`src/rtl/fix_msg_builder_pkg.sv`:
```
// Shared constants for the FIX session message builder: message type codes,
// the MsgType ASCII map, fixed string fragments and their lengths, FSM states.
// Strings are stored first-character-in-MSB; str_byte() returns byte i of one.
package fix_msg_builder_pkg;

  localparam int VALUE_DATA_WIDTH = 64;
  localparam int VALUE_SIZE       = 4;

  localparam logic [3:0] MSG_LOGON      = 4'd1;
  localparam logic [3:0] MSG_LOGOUT     = 4'd2;
  localparam logic [3:0] MSG_HEARTBEAT  = 4'd3;
  localparam logic [3:0] MSG_RESEND_REQ = 4'd4;

  localparam logic [7:0] SOH = 8'h01;

  localparam logic [5:0] BEGIN_LEN        = 6'd10;  // "8=FIX.4.2|"
  localparam logic [5:0] MSGTYPE_LEN      = 6'd5;   // "35=T|"
  localparam logic [5:0] LOGON_EXTRA_LEN  = 6'd12;  // "98=0|108=30|"
  localparam logic [5:0] RESEND_FIXED_LEN = 6'd8;   // "7=" + "|16=0|"
  localparam logic [5:0] RESEND_TAIL_LEN  = 6'd6;   // "|16=0|"
  localparam logic [5:0] TRAILER_LEN      = 6'd7;   // "10=CCC|"
  localparam logic [9:0] BL_FIXED         = 10'd17; // tags/SOHs of 35,49,56,34

  localparam logic [79:0] BEGIN_STR   = {"8=FIX.4.2", SOH};
  localparam logic [95:0] LOGON_STR   = {"98=0", SOH, "108=30", SOH};
  localparam logic [47:0] RESEND_TAIL = {SOH, "16=0", SOH};

  typedef enum logic [3:0] {
    S_IDLE, S_CALC, S_BEGIN, S_BODYLEN, S_MSGTYPE,
    S_SENDER, S_TARGET, S_SEQNUM, S_EXTRA, S_TRAILER
  } state_e;

  function automatic logic known_type(input logic [3:0] c);
    return (c == MSG_LOGON) || (c == MSG_LOGOUT) ||
           (c == MSG_HEARTBEAT) || (c == MSG_RESEND_REQ);
  endfunction

  function automatic logic [7:0] type_ascii(input logic [3:0] c);
    case (c)
      MSG_LOGON:      return "A";
      MSG_LOGOUT:     return "5";
      MSG_HEARTBEAT:  return "0";
      MSG_RESEND_REQ: return "2";
      default:        return "?";
    endcase
  endfunction

  function automatic logic [7:0] ascii_digit(input logic [3:0] d);
    return 8'h30 + {4'h0, d};
  endfunction

  function automatic logic [7:0] str_byte(input logic [127:0] s, input logic [5:0] len,
                                          input logic [5:0] i);
    logic [127:0] sh;
    sh = s >> {len - 6'd1 - i, 3'b000};
    return sh[7:0];
  endfunction

endpackage

```
`src/rtl/fix_msg_builder_bcd_digits.sv`:
```
// Purpose: digit count (leading zeros dropped, min 1) and ASCII of emitted digit idx_i.
// Latency: purely combinational. Backpressure: none (no handshake).
// Ports: bcd_i 8-digit BCD (MS digit in [31:28]), idx_i 0 = first emitted digit,
//        ndig_o 1..8, ascii_o ASCII of the selected digit.
module fix_bcd_digits
  import fix_msg_builder_pkg::*;
(
  input  logic [31:0] bcd_i,
  input  logic [2:0]  idx_i,
  output logic [3:0]  ndig_o,
  output logic [7:0]  ascii_o
);

  logic [2:0]  lz;
  logic        seen;
  logic [2:0]  pos;
  logic [31:0] sh;

  // Only the top seven nibbles can be suppressed; the last digit always prints.
  always_comb begin
    lz   = 3'd0;
    seen = 1'b0;
    for (int k = 0; k < 7; k++) begin
      if (!seen && (bcd_i[31-4*k -: 4] == 4'h0)) lz = lz + 3'd1;
      else                                       seen = 1'b1;
    end
  end

  assign ndig_o  = 4'd8 - {1'b0, lz};
  assign pos     = lz + idx_i;
  assign sh      = bcd_i >> {3'd7 - pos, 2'b00};
  assign ascii_o = ascii_digit(sh[3:0]);

endmodule

```
`src/rtl/fix_msg_builder.sv`:
```
// Purpose: serialize a FIX 4.2 session message (header, body, checksum) as a byte stream.
// Latency: request accepted at cycle N, first byte valid at N+2, then one byte/cycle.
// Backpressure: tx_ready_i low holds tx_data_o/tx_last_o; requests while busy are dropped.
// Ports: initiate_msg_i/create_message_i/targetCompId_i/s_v_targetCompId_i/seq_num_i/
//        begin_seq_i request; tx_data_o/tx_valid_o/tx_last_o/tx_ready_i stream; busy_o, drop_o.
module fix_msg_builder
  import fix_msg_builder_pkg::*;
#(
  parameter int                     VALUE_WIDTH = VALUE_DATA_WIDTH,
  parameter int                     SIZE        = VALUE_SIZE,
  parameter logic [VALUE_WIDTH-1:0] SENDER_ID   = VALUE_WIDTH'(32'h5058_4946),
  parameter int                     SENDER_LEN  = 4
) (
  input  logic                   clk,
  input  logic                   rst,
  input  logic                   initiate_msg_i,
  input  logic [3:0]             create_message_i,
  input  logic [VALUE_WIDTH-1:0] targetCompId_i,
  input  logic [SIZE-1:0]        s_v_targetCompId_i,
  input  logic [31:0]            seq_num_i,
  input  logic [31:0]            begin_seq_i,
  output logic [7:0]             tx_data_o,
  output logic                   tx_valid_o,
  output logic                   tx_last_o,
  input  logic                   tx_ready_i,
  output logic                   busy_o,
  output logic                   drop_o
);

  localparam int TMAX = VALUE_WIDTH / 8;

  state_e                 state_q, state_d;
  logic [5:0]             idx_q, idx_d;
  logic [3:0]             type_q, type_d;
  logic [VALUE_WIDTH-1:0] target_q, target_d;
  logic [5:0]             tlen_q, tlen_d;
  logic [31:0]            seq_q, seq_d, beg_q, beg_d;
  logic [9:0]             bl_q, bl_d;
  logic [7:0]             sum_q, sum_d;
  logic                   drop_q, drop_d;

  logic                   hs;
  logic [5:0]             off3, fld_len, extra_len, rs_off, bl_pos;
  logic [3:0]             seq_nd, beg_nd;
  logic [7:0]             seq_chr, beg_chr;
  logic [VALUE_WIDTH-1:0] sender_sh, target_sh;
  logic [3:0]             bl_h, bl_t, bl_o, cs_h, cs_t, cs_o;
  logic [1:0]             bl_nd;
  logic [9:0]             bl_calc;
  logic [5:0]             seq_idx, beg_idx;

  assign tx_valid_o = (state_q != S_IDLE) && (state_q != S_CALC);
  assign busy_o     = (state_q != S_IDLE);
  assign drop_o     = drop_q;
  assign hs         = tx_valid_o && tx_ready_i;

  // Fields with a 3-byte tag ("49=", "56=", "34=") have payload starting at index 3.
  assign off3    = idx_q - 6'd3;
  assign seq_idx = idx_q - 6'd3;
  assign beg_idx = idx_q - 6'd2;
  assign rs_off  = idx_q - 6'd2 - {2'b00, beg_nd};

  fix_bcd_digits u_seq_digits (
    .bcd_i(seq_q), .idx_i(seq_idx[2:0]), .ndig_o(seq_nd), .ascii_o(seq_chr)
  );
  fix_bcd_digits u_beg_digits (
    .bcd_i(beg_q), .idx_i(beg_idx[2:0]), .ndig_o(beg_nd), .ascii_o(beg_chr)
  );

  assign sender_sh = SENDER_ID >> {off3, 3'b000};
  assign target_sh = target_q  >> {off3, 3'b000};

  always_comb begin
    extra_len = 6'd0;
    case (type_q)
      MSG_LOGON:      extra_len = LOGON_EXTRA_LEN;
      MSG_RESEND_REQ: extra_len = RESEND_FIXED_LEN + {2'b00, beg_nd};
      default:        extra_len = 6'd0;
    endcase
  end

  assign bl_calc = BL_FIXED + 10'(SENDER_LEN) + {4'b0, tlen_q} + {6'b0, seq_nd} + {4'b0, extra_len};

  // BodyLength digits; bl_pos maps the emitted digit to hundreds/tens/ones.
  assign bl_h   = 4'(bl_q / 10'd100);
  assign bl_t   = 4'((bl_q / 10'd10) % 10'd10);
  assign bl_o   = 4'(bl_q % 10'd10);
  assign bl_nd  = (bl_q >= 10'd100) ? 2'd3 : ((bl_q >= 10'd10) ? 2'd2 : 2'd1);
  assign bl_pos = idx_q + 6'd1 - {4'b0, bl_nd};

  // Checksum is stable throughout TRAILER since the trailer bytes are not summed.
  assign cs_h = 4'(sum_q / 8'd100);
  assign cs_t = 4'((sum_q / 8'd10) % 8'd10);
  assign cs_o = 4'(sum_q % 8'd10);

  // Current byte and field length, purely from registered state: stable under stall.
  always_comb begin
    tx_data_o = 8'h00;
    tx_last_o = 1'b0;
    fld_len   = 6'd1;
    case (state_q)
      S_BEGIN: begin
        fld_len   = BEGIN_LEN;
        tx_data_o = str_byte(128'(BEGIN_STR), BEGIN_LEN, idx_q);
      end
      S_BODYLEN: begin
        fld_len = 6'd3 + {4'b0, bl_nd};
        if (idx_q == 6'd0)                tx_data_o = "9";
        else if (idx_q == 6'd1)           tx_data_o = "=";
        else if (idx_q == fld_len - 6'd1) tx_data_o = SOH;
        else case (bl_pos[1:0])
          2'd0:    tx_data_o = ascii_digit(bl_h);
          2'd1:    tx_data_o = ascii_digit(bl_t);
          default: tx_data_o = ascii_digit(bl_o);
        endcase
      end
      S_MSGTYPE: begin
        fld_len = MSGTYPE_LEN;
        case (idx_q)
          6'd0:    tx_data_o = "3";
          6'd1:    tx_data_o = "5";
          6'd2:    tx_data_o = "=";
          6'd3:    tx_data_o = type_ascii(type_q);
          default: tx_data_o = SOH;
        endcase
      end
      S_SENDER: begin
        fld_len = 6'd4 + 6'(SENDER_LEN);
        if (idx_q == 6'd0)                tx_data_o = "4";
        else if (idx_q == 6'd1)           tx_data_o = "9";
        else if (idx_q == 6'd2)           tx_data_o = "=";
        else if (idx_q == fld_len - 6'd1) tx_data_o = SOH;
        else                              tx_data_o = sender_sh[7:0];
      end
      S_TARGET: begin
        fld_len = 6'd4 + tlen_q;
        if (idx_q == 6'd0)                tx_data_o = "5";
        else if (idx_q == 6'd1)           tx_data_o = "6";
        else if (idx_q == 6'd2)           tx_data_o = "=";
        else if (idx_q == fld_len - 6'd1) tx_data_o = SOH;
        else                              tx_data_o = target_sh[7:0];
      end
      S_SEQNUM: begin
        fld_len = 6'd4 + {2'b00, seq_nd};
        if (idx_q == 6'd0)                tx_data_o = "3";
        else if (idx_q == 6'd1)           tx_data_o = "4";
        else if (idx_q == 6'd2)           tx_data_o = "=";
        else if (idx_q == fld_len - 6'd1) tx_data_o = SOH;
        else                              tx_data_o = seq_chr;
      end
      S_EXTRA: begin
        fld_len = extra_len;
        if (type_q == MSG_LOGON)                      tx_data_o = str_byte(128'(LOGON_STR), LOGON_EXTRA_LEN, idx_q);
        else if (idx_q == 6'd0)                       tx_data_o = "7";
        else if (idx_q == 6'd1)                       tx_data_o = "=";
        else if (idx_q < 6'd2 + {2'b00, beg_nd})      tx_data_o = beg_chr;
        else                                          tx_data_o = str_byte(128'(RESEND_TAIL), RESEND_TAIL_LEN, rs_off);
      end
      S_TRAILER: begin
        fld_len   = TRAILER_LEN;
        tx_last_o = (idx_q == TRAILER_LEN - 6'd1);
        case (idx_q)
          6'd0:    tx_data_o = "1";
          6'd1:    tx_data_o = "0";
          6'd2:    tx_data_o = "=";
          6'd3:    tx_data_o = ascii_digit(cs_h);
          6'd4:    tx_data_o = ascii_digit(cs_t);
          6'd5:    tx_data_o = ascii_digit(cs_o);
          default: tx_data_o = SOH;
        endcase
      end
      default: ;
    endcase
  end

  always_comb begin
    state_d  = state_q;
    idx_d    = idx_q;
    type_d   = type_q;
    target_d = target_q;
    tlen_d   = tlen_q;
    seq_d    = seq_q;
    beg_d    = beg_q;
    bl_d     = bl_q;
    sum_d    = sum_q;
    drop_d   = initiate_msg_i && ((state_q != S_IDLE) || !known_type(create_message_i));
    case (state_q)
      S_IDLE: begin
        if (initiate_msg_i && known_type(create_message_i)) begin
          type_d   = create_message_i;
          target_d = targetCompId_i;
          tlen_d   = (32'(s_v_targetCompId_i) > 32'(TMAX)) ? 6'(TMAX) : 6'(s_v_targetCompId_i);
          seq_d    = seq_num_i;
          beg_d    = begin_seq_i;
          sum_d    = 8'h00;
          idx_d    = 6'd0;
          state_d  = S_CALC;
        end
      end
      S_CALC: begin
        bl_d    = bl_calc;
        state_d = S_BEGIN;
      end
      default: begin
        if (hs) begin
          if (state_q != S_TRAILER) sum_d = sum_q + tx_data_o;
          if (idx_q == fld_len - 6'd1) begin
            idx_d = 6'd0;
            case (state_q)
              S_BEGIN:   state_d = S_BODYLEN;
              S_BODYLEN: state_d = S_MSGTYPE;
              S_MSGTYPE: state_d = S_SENDER;
              S_SENDER:  state_d = S_TARGET;
              S_TARGET:  state_d = S_SEQNUM;
              S_SEQNUM:  state_d = (extra_len != 6'd0) ? S_EXTRA : S_TRAILER;
              S_EXTRA:   state_d = S_TRAILER;
              default:   state_d = S_IDLE;
            endcase
          end else begin
            idx_d = idx_q + 6'd1;
          end
        end
      end
    endcase
  end

  always_ff @(posedge clk) begin
    if (rst) begin
      state_q  <= S_IDLE;
      idx_q    <= '0;
      type_q   <= '0;
      target_q <= '0;
      tlen_q   <= '0;
      seq_q    <= '0;
      beg_q    <= '0;
      bl_q     <= '0;
      sum_q    <= '0;
      drop_q   <= 1'b0;
    end else begin
      state_q  <= state_d;
      idx_q    <= idx_d;
      type_q   <= type_d;
      target_q <= target_d;
      tlen_q   <= tlen_d;
      seq_q    <= seq_d;
      beg_q    <= beg_d;
      bl_q     <= bl_d;
      sum_q    <= sum_d;
      drop_q   <= drop_d;
    end
  end

  // BodyLength is emitted with at most three digits.
  always_ff @(posedge clk) begin
    if (!rst && (state_q == S_CALC)) assert (bl_calc <= 10'd999);
  end

endmodule

```
`config.mk`:
```
export PLATFORM = sky130hd
export DESIGN_NAME = fix_msg_builder
export DESIGN_NICKNAME = d
export VERILOG_FILES = /design/src/rtl/fix_msg_builder_pkg.sv /design/src/rtl/fix_msg_builder_bcd_digits.sv /design/src/rtl/fix_msg_builder.sv
export SDC_FILE = /design/constraint.sdc
export NUM_CORES = 1
export LEC_CHECK = 0
export BUFFER_PORTS_ARGS = -buffer_cell sky130_fd_sc_hd__buf_2
export CAP_MARGIN = 10
export CELL_PAD_IN_SITES_DETAIL_PLACEMENT = 1
export CELL_PAD_IN_SITES_GLOBAL_PLACEMENT = 2
export CORE_MARGIN = 2
export CORE_UTILIZATION = 37
export DETAILED_ROUTE_END_ITERATION = 8
export HOLD_SLACK_MARGIN = 0.15
export MAX_ROUTING_LAYER = met4
export PLACE_DENSITY = 0.95
export SLEW_MARGIN = 10
export SYNTH_ARGS = -nofsm -noshare
export SYNTH_HDL_FRONTEND = slang
export SYNTH_SLANG_ARGS = --single-unit
```
`constraint.sdc`:
```
create_clock -name clk -period 16.7 [get_ports clk]
set_clock_uncertainty 0.15 [all_clocks]
set_input_delay 1.67 -clock clk [delete_from_list [all_inputs] [get_ports clk]]
set_output_delay 1.67 -clock clk [all_outputs]
set_load 0.005 [all_outputs]
```
Word-level counts from Yosys, hierarchy flattened
Cells that the tools add are included.

word-level totals
  register bits = 167
  input port bits = 140
  output and inout bits = 12
  logic and storage cells = 237

cells by class
  $add $sub $neg = 47
  divide/modulo/power cells = 8
  $lt $le $gt $ge = 4
  eq/ne operators = 32
  shifts and indexed selects = 7
  multiplexer cells = 70
  bitwise logic cells = 1
  reductions and logical operators = 58

operator list
  kind                                                                      number
  8-bit 2-to-1 mux                                                          19
  94-bit by 9-bit >> shifter with 8-bit output, first input constant        1
  78-bit by 9-bit >> shifter with 8-bit output, first input constant        1
  8-bit one-hot mux with 8 select lines                                     1
  32-bit by 5-bit >> shifter with 4-bit output                              2
  64-bit by 9-bit >> shifter with 8-bit output                              1
  4-bit logical NOT                                                         15
  6-bit by 4-bit adder with 7-bit output, first input constant              8
  7-bit one-hot mux with 4 select lines                                     2
  6-bit one-hot mux with 8 select lines                                     1
  7-bit one-hot mux with 6 select lines                                     1
  41-bit by 9-bit >> shifter with 8-bit output, first input constant        1
  3-bit by 1-bit adder with 3-bit output, second input constant             12
  3-bit 2-to-1 mux                                                          12
  31-bit by 9-bit >> shifter with 8-bit output, first input constant        1
  4-bit one-hot mux with 7 select lines                                     1
  4-bit by 2-bit == test with 1-bit output, second input constant           6
  4-bit by 3-bit == test with 1-bit output, second input constant           6
  6-bit by 3-bit == test with 1-bit output, second input constant           4
  6-bit == test                                                             4
  7-bit 2-to-1 mux                                                          3
  10-bit by 4-bit remainder unit with 10-bit output, second input constant  2
  6-bit 2-to-1 mux                                                          3
  1-bit logical AND                                                         16
  other kinds (58)                                                          104

Depth between registers and ports, before layout
Gate-level depths: netlist (run 1).

  word-level depth = 31
  mapped depth = 45
  depth with buffers taken out = 44

Cells and area by module
From an unflattened synthesis (run 1), not the netlist that was laid out.

second synthesis, totals
  cells, all modules = 1,668
  area, all modules = 12,903.6 µm²

modules (own cells, without submodules)
  module           times used  cells each  area an instance (µm²)  seq. area each (µm²)
  fix_msg_builder  1           1,524       11,539.8                3,243.1
  fix_bcd_digits   2           72          681.9                   0.0

Worst setup path before layout (run 1)
No wires, ideal clock.

  path type = register -> register
  start point = register beg_q[28]
  end point = register sum_q[7]
  library setup time = 128 ps
  arrival = 8,087 ps
  data required time = 16,422 ps
  slack = 8,335 ps
  cell stages (with the launch flop) = 45
  buffers on the path = 1
  clock period less this slack = 8,365 ps
  cells stage by stage = dfxtp_1 -> or4_1 -> clkbuf_1 -> a21oi_1 -> ha_1 -> nor3_1 -> nor3_1 -> ha_1 -> nand3_1 -> nand2_1 -> ha_1 -> mux2i_1 -> o21ai_0 -> ha_1 -> inv_1 -> o211ai_1 -> and4_1 -> or3_1 -> (+9 left out) -> nor2b_1 -> and3_1 -> nand2_1 -> o21ai_0 -> nand3_1 -> nand4_1 -> or4_1 -> ha_1 -> a21o_1 -> a21oi_1 -> o21bai_1 -> a21oi_1 -> o21bai_1 -> a21oi_1 -> xnor2_1 -> o21ai_0 -> a22oi_1 -> nor2_1

on the way
  word-level cells in the longest chain between the ends = 31
  elaborated cells between the ends (all ways) = 50
  classes of those cells = add/sub (14); order compare (1); shift (2); mux (21); reduce/logical (12)

ends and longest elaborated chain
  item                                                                             RTL line                RTL
  from (decl)                                                                      fix_msg_builder.sv:37   logic [31:0] seq_q, seq_d, beg_q, beg_d;
  from (signal assigned)                                                           fix_msg_builder.sv:246  beg_q <= beg_d;
  branches (longest 22 deep; another with 3-bit by 1-bit adder with 3-bit output)  --
  8-bit 2-to-1 mux (*)                                                             fix_msg_builder.sv:156  else if (idx_q < 6'd2 + {2'b00, beg_nd}) tx_data_o = beg_chr;
  8-bit 2-to-1 mux (*)                                                             fix_msg_builder.sv:155  else if (idx_q == 6'd1) tx_data_o = "=";
  8-bit 2-to-1 mux (*)                                                             fix_msg_builder.sv:154  else if (idx_q == 6'd0) tx_data_o = "7";
  8-bit 2-to-1 mux (*)                                                             fix_msg_builder.sv:153  if (type_q == MSG_LOGON) tx_data_o = str_byte(128'(LOGON_STR), LOGON_EXTRA_LEN, idx_q);
  8-bit one-hot mux with 8 select lines (*)                                        fix_msg_builder.sv:101  case (state_q)
  named net tx_data_o[1]                                                           fix_msg_builder.sv:22   output logic [7:0] tx_data_o,
  8-bit adder (*)                                                                  fix_msg_builder.sv:206  if (state_q != S_TRAILER) sum_d = sum_q + tx_data_o;
  8-bit 2-to-1 mux (*)                                                             fix_msg_builder.sv:206
  8-bit 2-to-1 mux (*)                                                             fix_msg_builder.sv:205  if (hs) begin
  8-bit one-hot mux with 2 select lines (*)                                        fix_msg_builder.sv:187  case (state_q)
  to (signal assigned)                                                             fix_msg_builder.sv:248  sum_q <= sum_d;
  to (decl)                                                                        fix_msg_builder.sv:39   logic [7:0] sum_q, sum_d;

Mark *: on every way through the listed nets, which the timed path passes. The select of a mux whose other input is x is not followed.
A chain may end at the register's enable or synchronous reset.

Worst setup path after layout (run 1)
  start point = register beg_q[28]
  end point = output port tx_data_o[1]

on the way
  word-level cells in the longest chain between the ends = 27
  elaborated cells between the ends (all ways) = 46
  classes of those cells = add/sub (13); order compare (1); shift (2); mux (18); reduce/logical (12)

ends and longest elaborated chain
  item                                                                             RTL line
  branches (longest 22 deep; another with 3-bit by 1-bit adder with 3-bit output)  --
  8-bit 2-to-1 mux (*)                                                             fix_msg_builder.sv:156
  8-bit 2-to-1 mux (*)                                                             fix_msg_builder.sv:155
  8-bit 2-to-1 mux (*)                                                             fix_msg_builder.sv:154
  8-bit 2-to-1 mux (*)                                                             fix_msg_builder.sv:153
  8-bit one-hot mux with 8 select lines (*)                                        fix_msg_builder.sv:101
  to (decl)                                                                        fix_msg_builder.sv:22

Mark *: on every way between the ends.

==> out/qor.txt, run 1 <==
die area: 34600 um^2
DRC: 0
Core ar.: 32500 um^2
delay-heaviest family, CP: simple AND/OR/NAND/NOR gates
routed wire length: 44600 um
Pins Over Slew Limit: 0
Routed Antenna Nets: 0
CP required: 14880 ps
Psw: 1.27 mW
# setup viols final: 0
switching share of total power: 49.1%
Startpoint Class: register
Placement Cell Area: 13300 um^2
Pwr Density: 186 nW/um^2
final hold violations: 0
largest net degree at the start of global routing: 103
synthesized area per cell: 7.48 um^2
die height: 186 um
htree depth: 4
post-CTS sizing: 0
layout overhead on the synthesized area: 13.6%
IO buf count: 151
Vias: 12649
post-layout util: 42.8%
gr ovfl total: 0
YS warnings: 0
row count: 66
Clock power frac: 15.7%
DRT Pass-1 Iters: 5
Root Driver: clkbuf_16
Leak Pwr: 5.35 nW
Post-Place Cells: 2141
CP Capture Type: primary output
normalized max-slew margin: 21.4%
drt wl/cell: 20.5 um
Layout Cells excl Fill: 2176
Synth area leader: dfxtp_1
sequential share of power: 18.3%
IO Pins: 152
CTS hold repair buffers: 0
synth top area cells: dfxtp_1 26%, nand2_1 11%, a21oi_1 8.9%
vias in the first global route: 12917
origin of the worst setup path: beg_q[28]
Tmin final: 9830 ps
Final Power: 2.59 mW
# clock sinks: 162
setup_tns: 0 ps
TritonCTS buffer count: 17
final instance area: 13900 um^2
CTS tree: yes
routability-driven placement congestion ratio: 1.01
GRT Overall Usage: 26.9%
Yosys top cell area share: 26.5%
postcts setup bufs: 0
Initial Utilization: 37.7%
Most common cell on crit path: ha_1
Distinct cells, synth: 90
register area share after synthesis: 26.5%
Pint: 1.32 mW
Buf+Inv Stages, Crit Path: 4
period utilization: 58.9%
Worst EP arrival: 8010 ps
die width: 186 um
first-pass GRT wire length: 70900 um
RSZ-0062 raised after global routing: false
Post-Syn Nets: 1855
Peak VDD IR: 0.0000900 V
Nets: 1936
status: completed
#FFs+latches synth: 162
First DRT Iteration DRCs: 910
combinational share of power: 66.0%
maximum net fanout on the critical path: 7
hold path start: target_q[36]
CP peak stage delay: 650 ps
max-cap violations: 0
Synth Cell Area: 12300 um^2
worst r2r src: beg_q[28]
top_reg_cell synth: dfxtp_1
initial antenna violation count: 2
fmax: 102 MHz
Clk pin slew, worst setup/hold paths: 80 ps
instance count of the mapped netlist: 1637
WS Path Type: register to primary output
FFs w/ async S/R, synth: 0%
clk buf depth: 2
Slew @ Worst Pin: 1170 ps
clk_lat worst skew: 450 ps
DR vias/cell: 5.81
share of cells above drive strength 1: 14.9%
slowest CP cell: or4_1
HPWL after detailed placement: 33600 um
Worst Hold Class: register to register
Post-synth EDFFs: 0
[cell usage in the layout, fill, tap and decap left out, drive strengths merged, types with 32 or more instances in the layout]
master  synthesis  final
buf            19    166
a21oi         218    218
nor3           36     36
o21ai          58     58
nor2           95     95
nand2         363    363
mux4           32     32
inv            67     74
ha             69     69
xnor2          33     33
dfxtp         162    162
[final timing paths]
kind | end | cells past startpoint | slack (ps)
max reg2reg | sum_q[7] | 44 | 7190
min reg2reg | target_q[36] | 2 | 310
max | tx_data_o[1] | 34 | 6870
min | target_q[36] | 2 | 310
[power by group through the flow]
| stage | Combinational (mW) | Sequential (mW) | Clock, mW |
|---|---|---|---|
| finish | 1.71 | 0.474 | 0.406 |
| global route | 1.88 | 0.481 | 0.428 |
| CTS | 1.71 | 0.473 | 0.413 |
| detailed placement | 1.69 | 0.482 | 0 |
| global placement | 1.62 | 0.479 | 0 |
| floorplan | 1.28 | 0.446 | 0 |
[state kept, by name, summed over array words and instances (netlist names)]
signal    cells
type_q        4
drop_o        1
tlen_q        4
state_q       4
seq_q        32
beg_q        32
sum_q         8
target_q     64
idx_q         6
bl_q          7
[per-layer routing]
layer  vias up  routed length, um  track usage (%)
li1       6034                  -                -
met1      6195              19700             34.4
met2       366              21800             45.6
met3        54               2210             2.60
met4         0                878             6.96
met5         -                  0                -
[synthesized netlist by cell type (all sizes together), types with 23 or more instances]
| library cell | number |
|---|---|
| nand3 | 31 |
| nor2 | 95 |
| xnor2 | 33 |
| mux4 | 32 |
| a21oi | 218 |
| nor4 | 25 |
| or4 | 23 |
| inv | 67 |
| clkbuf | 85 |
| nand2 | 363 |
| nor3 | 36 |
| dfxtp | 162 |
| ha | 69 |
| o21ai | 58 |
[per-stage QoR]
step	hold slack, ps	setup slack [ps]
after floorplan	283	8340
after global placement	289	7840
after detailed placement	297	7310
after CTS	306	6940
after global routing	330	6370
final	305	6870
[worst register-to-register path, delay by kind of cell, from the launching register on]
kind | cells | cell delay (ps)
AND/OR/NAND/NOR | 17 | 3760
AO/OA/AOI/OAI | 14 | 2390
adder cells (fa/ha/maj) | 7 | 2120
flip-flops | 1 | 330
XOR/XNOR | 2 | 270
buffers and inverters | 3 | 190
multiplexers | 1 | 160
[final cells by class]
type | instances | area (um^2)
antenna | 3 | 7.51
fill | 4106 | 18600
inverter | 69 | 259
multi-input combinational | 1302 | 8390
sequential | 162 | 3240
clock inverter | 14 | 158
tap | 442 | 553
clock buffer | 18 | 439
timing repair buffer | 166 | 871
[cell families (layout without fill, tap and decap cells)]
logic type | Yosys count | after routing | synth area share [%]
AND/OR/NAND/NOR | 665 | 665 | 24.8
AO/OA/AOI/OAI | 444 | 444 | 22.6
buffers and inverters | 173 | 267 | 5.31
flip-flops | 162 | 162 | 26.5
adder cells (fa/ha/maj) | 80 | 80 | 8.68
multiplexers | 58 | 58 | 8.06
XOR/XNOR | 55 | 55 | 4.04
other | 0 | 3 | 0
No activity file was read; power rests on OpenSTA's default activity.
==> run 2: changes to the inputs <==
Settings changed: CORE_UTILIZATION 37 to 31, PLACE_DENSITY 0.95 to 0.87.
Clock period 16.7 ns to 8.7 ns, I/O delays scaled along.
==> out/qor.txt, run 2 (synthesis results as in run 1) <==
status: completed
routed wire length: 45000 um (+0.89%)
setup_tns: 0 ps (unchanged)
period utilization: 94.9%
htree depth: 4 (unchanged)
gr ovfl total: 0 (unchanged)
WS Path Type: register to register
Top reg by flops: target_q
die width: 203 um (+9.1%)
clk buf depth: 2 (unchanged)
die height: 203 um (+9.1%)
max-cap violations: 0 (unchanged)
Worst EP arrival: 8410 ps (+400 ps)
DRT Pass-1 Iters: 5 (unchanged)
DRC: 0 (unchanged)
Storage cell area: 3240 um^2 (unchanged)
slowest CP cell: or4_4
Pwr Density: 366 nW/um^2 (+97%)
CTS hold repair buffers: 0 (unchanged)
clk_lat worst skew: 440 ps (about the same)
CP required: 8850 ps (-6030 ps)
final worst setup slack: 440 ps (-6430 ps)
Root Driver: clkbuf_16
hold path start: target_q[5]
Slew @ Worst Pin: 930 ps (-240 ps)
first-pass GRT wire length: 71600 um (+0.95%)
post-place setup slack: -487 ps (-7790 ps)
fill cell count: 4738 (+15%)
HPWL after detailed placement: 34200 um (+1.7%)
origin of the worst setup path: beg_q[31]
largest net degree at the start of global routing: 81 (-21%)
Routed Antenna Nets: 0 (unchanged)
Layout Cells excl Fill: 2283 (+4.9%)
Nets: 1965 (+1.5%)
CP peak stage delay: 580 ps (-70 ps)
maximum net fanout on the critical path: 3 (-4)
CTS tree: yes
normalized max-slew margin: 37.6% (+16 points)
Post-Place Cells: 2240 (+4.6%)
worst r2r src: beg_q[31]
multi-input logic area: 8590 um^2 (+2.4%)
Clk pin slew, worst setup/hold paths: 70 ps (about the same)
Vias: 12725 (+0.60%)
First DRT Iteration DRCs: 813 (-11%)
Startpoint Class: register
GRT Overall Usage: 22.4% (-4.5 points)
IO buf count: 151 (unchanged)
leading registers by flop count: target_q x64, beg_q x32, seq_q x32
initial antenna violation count: 4 (+2)
Pins Over Slew Limit: 0 (unchanged)
die area: 41100 um^2 (+19%)
Most common cell on crit path: ha_1
layout overhead on the synthesized area: 17.7%
vias in the first global route: 12947 (+0.23%)
Leak Pwr: 5.50 nW (+2.9%)
most common cell after layout, fill and taps aside: nand2_1
most frequent cells in the layout: 362 x nand2_1, 214 x a21oi_1, 161 x dfxtp_1, 150 x buf_2, 93 x nor2_1
Core ar.: 38800 um^2 (+19%)
hold_ws: 305 ps (-0.195 ps)
Tmin final: 8260 ps
fmax: 121 MHz
routability-driven placement congestion ratio: 1.01 (about the same)
# clock sinks: 162 (unchanged)
share of cells above drive strength 1: 18.0% (+3.1 points)
Worst Hold Class: register to register
TritonCTS buffer count: 17 (unchanged)
DR vias/cell: 5.57 (-4.1%)
row count: 72 (+9.1%)
drt wl/cell: 19.7 um (-3.8%)
Peak VDD IR: 0.000184 V (+100%)
max reg flops: 64 (unchanged)
Initial Utilization: 31.6% (-6.1 points)
IO Pins: 152 (unchanged)
FF-to-FF setup slack: 440 ps (-6750 ps)
final hold violations: 0 (unchanged)
CP Capture Type: register
# setup viols final: 0 (unchanged)
run 2: changes by cell type in the layout (fill, tap and decap cells not counted), sizes merged:
cell | before | now
buf | 166 | 195
clkbuf | 18 | 20
inv | 74 | 71
diode | 3 | 5
bufinv | 0 | 1
run 2: where the power goes:
group / switching, mW / internal [mW]
combinational: 2.07 / 1.54
sequential: 0.105 / 0.805
clock: 0.343 / 0.416
total: 2.52 / 2.76
run 2: path summary, 6_finish.rpt:
kind,endpoint,cells past startpoint
worst max-delay path,sum_q[7],41
worst min-delay path,target_q[5],2
worst max register to register,sum_q[7],41
worst min register to register,target_q[5],2
run 2: through the flow:
| step | total power, mW | area [um^2] | utilization [%] |
|---|---|---|---|
| after global routing | 5.70 | 14400 | 37.1 |
| after CTS | 5.13 | 14200 | 36.6 |
| final | 5.28 | 14400 | 37.1 |
| after global placement | 4.12 | 13600 | 35.0 |
| after detailed placement | 4.27 | 13600 | 35.0 |
| after floorplan | 3.32 | 12300 | - |
run 2: timing repair:
item                       CTS  global route
setup endpoints to repair    5            10
buffers inserted             2             4
gates resized for setup     13            27
pin swaps                    5            19
run 2: critical path: cells and delay by family, from the launching register on:
kind	cells	cell delay [ps]
DFF	1	330
and+or+nand+nor	15	3100
muxes	1	80
xor gates and xnor gates	2	240
buffers and inverters	3	150
AOI/OAI and AO/OA	13	2090
adders and majority gates	7	1980
run 2: cell type report:
class / instances / area share [%]
sequential: 162 / 22.5
tap: 518 / 4.49
clock buffer: 20 / 3.17
clock inverter: 12 / 0.859
timing repair buffer: 195 / 7.55
antenna: 5 / 0.0868
multi-input combinational: 1302 / 59.6
inverter: 69 / 1.80
run 2: per-layer routing:
| layer | vias to the layer above | wire length (um) | GRT usage, % |
|---|---|---|---|
| met5 | - | 0 | - |
| met3 | 60 | 2080 | 3.26 |
| met1 | 6278 | 20000 | 28.0 |
| li1 | 6091 | - | - |
| met4 | 0 | 969 | 6.05 |
| met2 | 296 | 21900 | 37.8 |
==> run 3: changes to the inputs <==
Settings changed: BUFFER_PORTS_ARGS -buffer_cell sky130_fd_sc_hd__buf_2 to -buffer_cell sky130_fd_sc_hd__clkbuf_2.
==> out/qor.txt, run 3 (synthesis results as in run 1) <==
GRT Overall Usage: 22.2% (-0.22 points)
CP Capture Type: register
die width: 203 um (unchanged)
R2R cell count: 44 (+7.3%)
Peak VDD IR: 0.000246 V (+34%)
final instance area: 14400 um^2 (-0.14%)
status: completed
First DRT Iteration DRCs: 785 (-3.4%)
post-layout util: 37.1% (-0.051 points)
Tmin final: 8370 ps (+108 ps)
leading registers by flop count: target_q x64, beg_q x32, seq_q x32
# setup viols final: 0 (unchanged)
WS Path Type: register to register
normalized max-slew margin: 37.7% (+0.072 points)
CP required: 8850 ps (about the same)
delay-heaviest family, CP: simple AND/OR/NAND/NOR gates
slowest CP cell: or4_4
origin of the worst setup path: beg_q[31]
Startpoint Class: register
gr ovfl total: 0 (unchanged)
CP peak stage delay: 570 ps (about the same)
Core ar.: 38800 um^2 (unchanged)
# clock sinks: 162 (unchanged)
Routed Antenna Nets: 0 (unchanged)
Worst Hold Class: register to register
most common cell after layout, fill and taps aside: nand2_1
htree depth: 4 (unchanged)
die area: 41100 um^2 (unchanged)
Layout Cells excl Fill: 2278 (-0.22%)
Post-Place Cells: 2237 (-0.13%)
IO buf count: 151 (unchanged)
Pins Over Slew Limit: 0 (unchanged)
Clk pin slew, worst setup/hold paths: 70 ps (about the same)
drt wl/cell: 19.7 um (about the same)
share of cells above drive strength 1: 18.1% (+0.12 points)
TritonCTS buffer count: 17 (unchanged)
Initial Utilization: 31.6% (unchanged)
Min-Delay Path Depth: 2 (unchanged)
row count: 72 (unchanged)
worst r2r src: beg_q[31]
clk_lat worst skew: 440 ps (about the same)
first-pass GRT wire length: 70600 um (-1.3%)
critical path depth: 44 (+7.3%)
Worst EP arrival: 8520 ps (+110 ps)
Root Driver: clkbuf_16
Buf+Inv Stages, Crit Path: 3 (unchanged)
initial antenna violation count: 1 (-3)
HPWL after detailed placement: 33800 um (-1.2%)
DR vias/cell: 5.54 (-0.69%)
Top reg by flops: target_q
clk buf depth: 2 (unchanged)
Nets: 1965 (unchanged)
Slew @ Worst Pin: 926 ps (-4.31 ps)
Pwr Density: 362 nW/um^2 (-1.2%)
Placement Cell Area: 13600 um^2 (-0.17%)
Vias: 12609 (-0.91%)
hold path start: target_q[46]
final hold violations: 0 (unchanged)
DRC: 0 (unchanged)
period utilization: 96.2% (+1.2 points)
Leak Pwr: 5.50 nW (about the same)
layout overhead on the synthesized area: 17.6%
CTS hold repair buffers: 0 (unchanged)
most frequent cells in the layout: 361 x nand2_1, 213 x a21oi_1, 161 x dfxtp_1, 150 x clkbuf_2, 93 x nor2_1
max-cap violations: 0 (unchanged)
CTS tree: yes
maximum net fanout on the critical path: 3 (unchanged)
routed wire length: 44900 um (-0.14%)
IO Pins: 152 (unchanged)
max reg flops: 64 (unchanged)
largest net degree at the start of global routing: 82 (+1.2%)
vias in the first global route: 12854 (-0.72%)
DRT Pass-1 Iters: 5 (unchanged)
die height: 203 um (unchanged)
routability-driven placement congestion ratio: 0.988 (-2.2%)
hold_ws: 304 ps (-0.618 ps)
fmax: 119 MHz (-1.3%)
[run 3: cell count changes in the layout (fill, tap and decap cells not counted), sizes merged]
cell and delta:
diode -4, buf -150, clkbuf +151, clkinv -2, inv -1, clkinvlp +1
[run 3: where the power goes]
part | switching (mW) | internal, mW | total (mW)
sequential | 0.111 | 0.806 | 0.916
clock | 0.331 | 0.404 | 0.735
combinational | 2.03 | 1.52 | 3.56
total | 2.47 | 2.73 | 5.21
[run 3: final cells by class]
class                           count  area, um^2
Inverter                           69         259
Multi-Input combinational cell   1302        8610
Tap cell                          518         648
Clock inverter                     10         103
Antenna cell                        1        2.50
Sequential cell                   162        3240
Clock buffer                       21         450
Timing Repair Buffer              195        1090
Fill cell                        4805       24400
[run 3: worst paths after layout]
path | end | slack (ps)
setup / recovery | sum_q[7] | 330
hold reg to reg | target_q[46] | 300
setup reg to reg | sum_q[7] | 330
hold / removal | target_q[46] | 300
[run 3: stage by stage]
step / setup slack [ps] / power [mW] / setup TNS (ps)
final: 332 / 5.21 / 0
after global routing: -82.8 / 5.64 / -86.6
after CTS: 14.6 / 5.04 / 0
after detailed placement: -371 / 4.23 / -371
after global placement: 29.5 / 4.11 / 0
after floorplan: 335 / 3.32 / 0
[run 3: what timing repair did]
action                                  in CTS  in global routing
endpoints found under the hold margin        0                  0
buffers inserted                             1                  8
gates resized for setup                     12                 30
pin swaps                                    2                 22
endpoints found under the setup margin       1                 11
[run 3: worst min-delay path, cell delays in order (launching register included)]
cell and delay [ps]:
dfxtp_1 310, nand2_1 50, a21oi_1 50
[run 3: per-layer routing]
| metal | routed length (um) | vias to the layer above | track usage (%) |
|---|---|---|---|
| met5 | 0 | - | - |
| met4 | 1050 | 0 | 6.60 |
| met3 | 1840 | 59 | 2.58 |
| met2 | 21600 | 302 | 36.5 |
| met1 | 20400 | 6179 | 28.6 |
| li1 | - | 6069 | - |
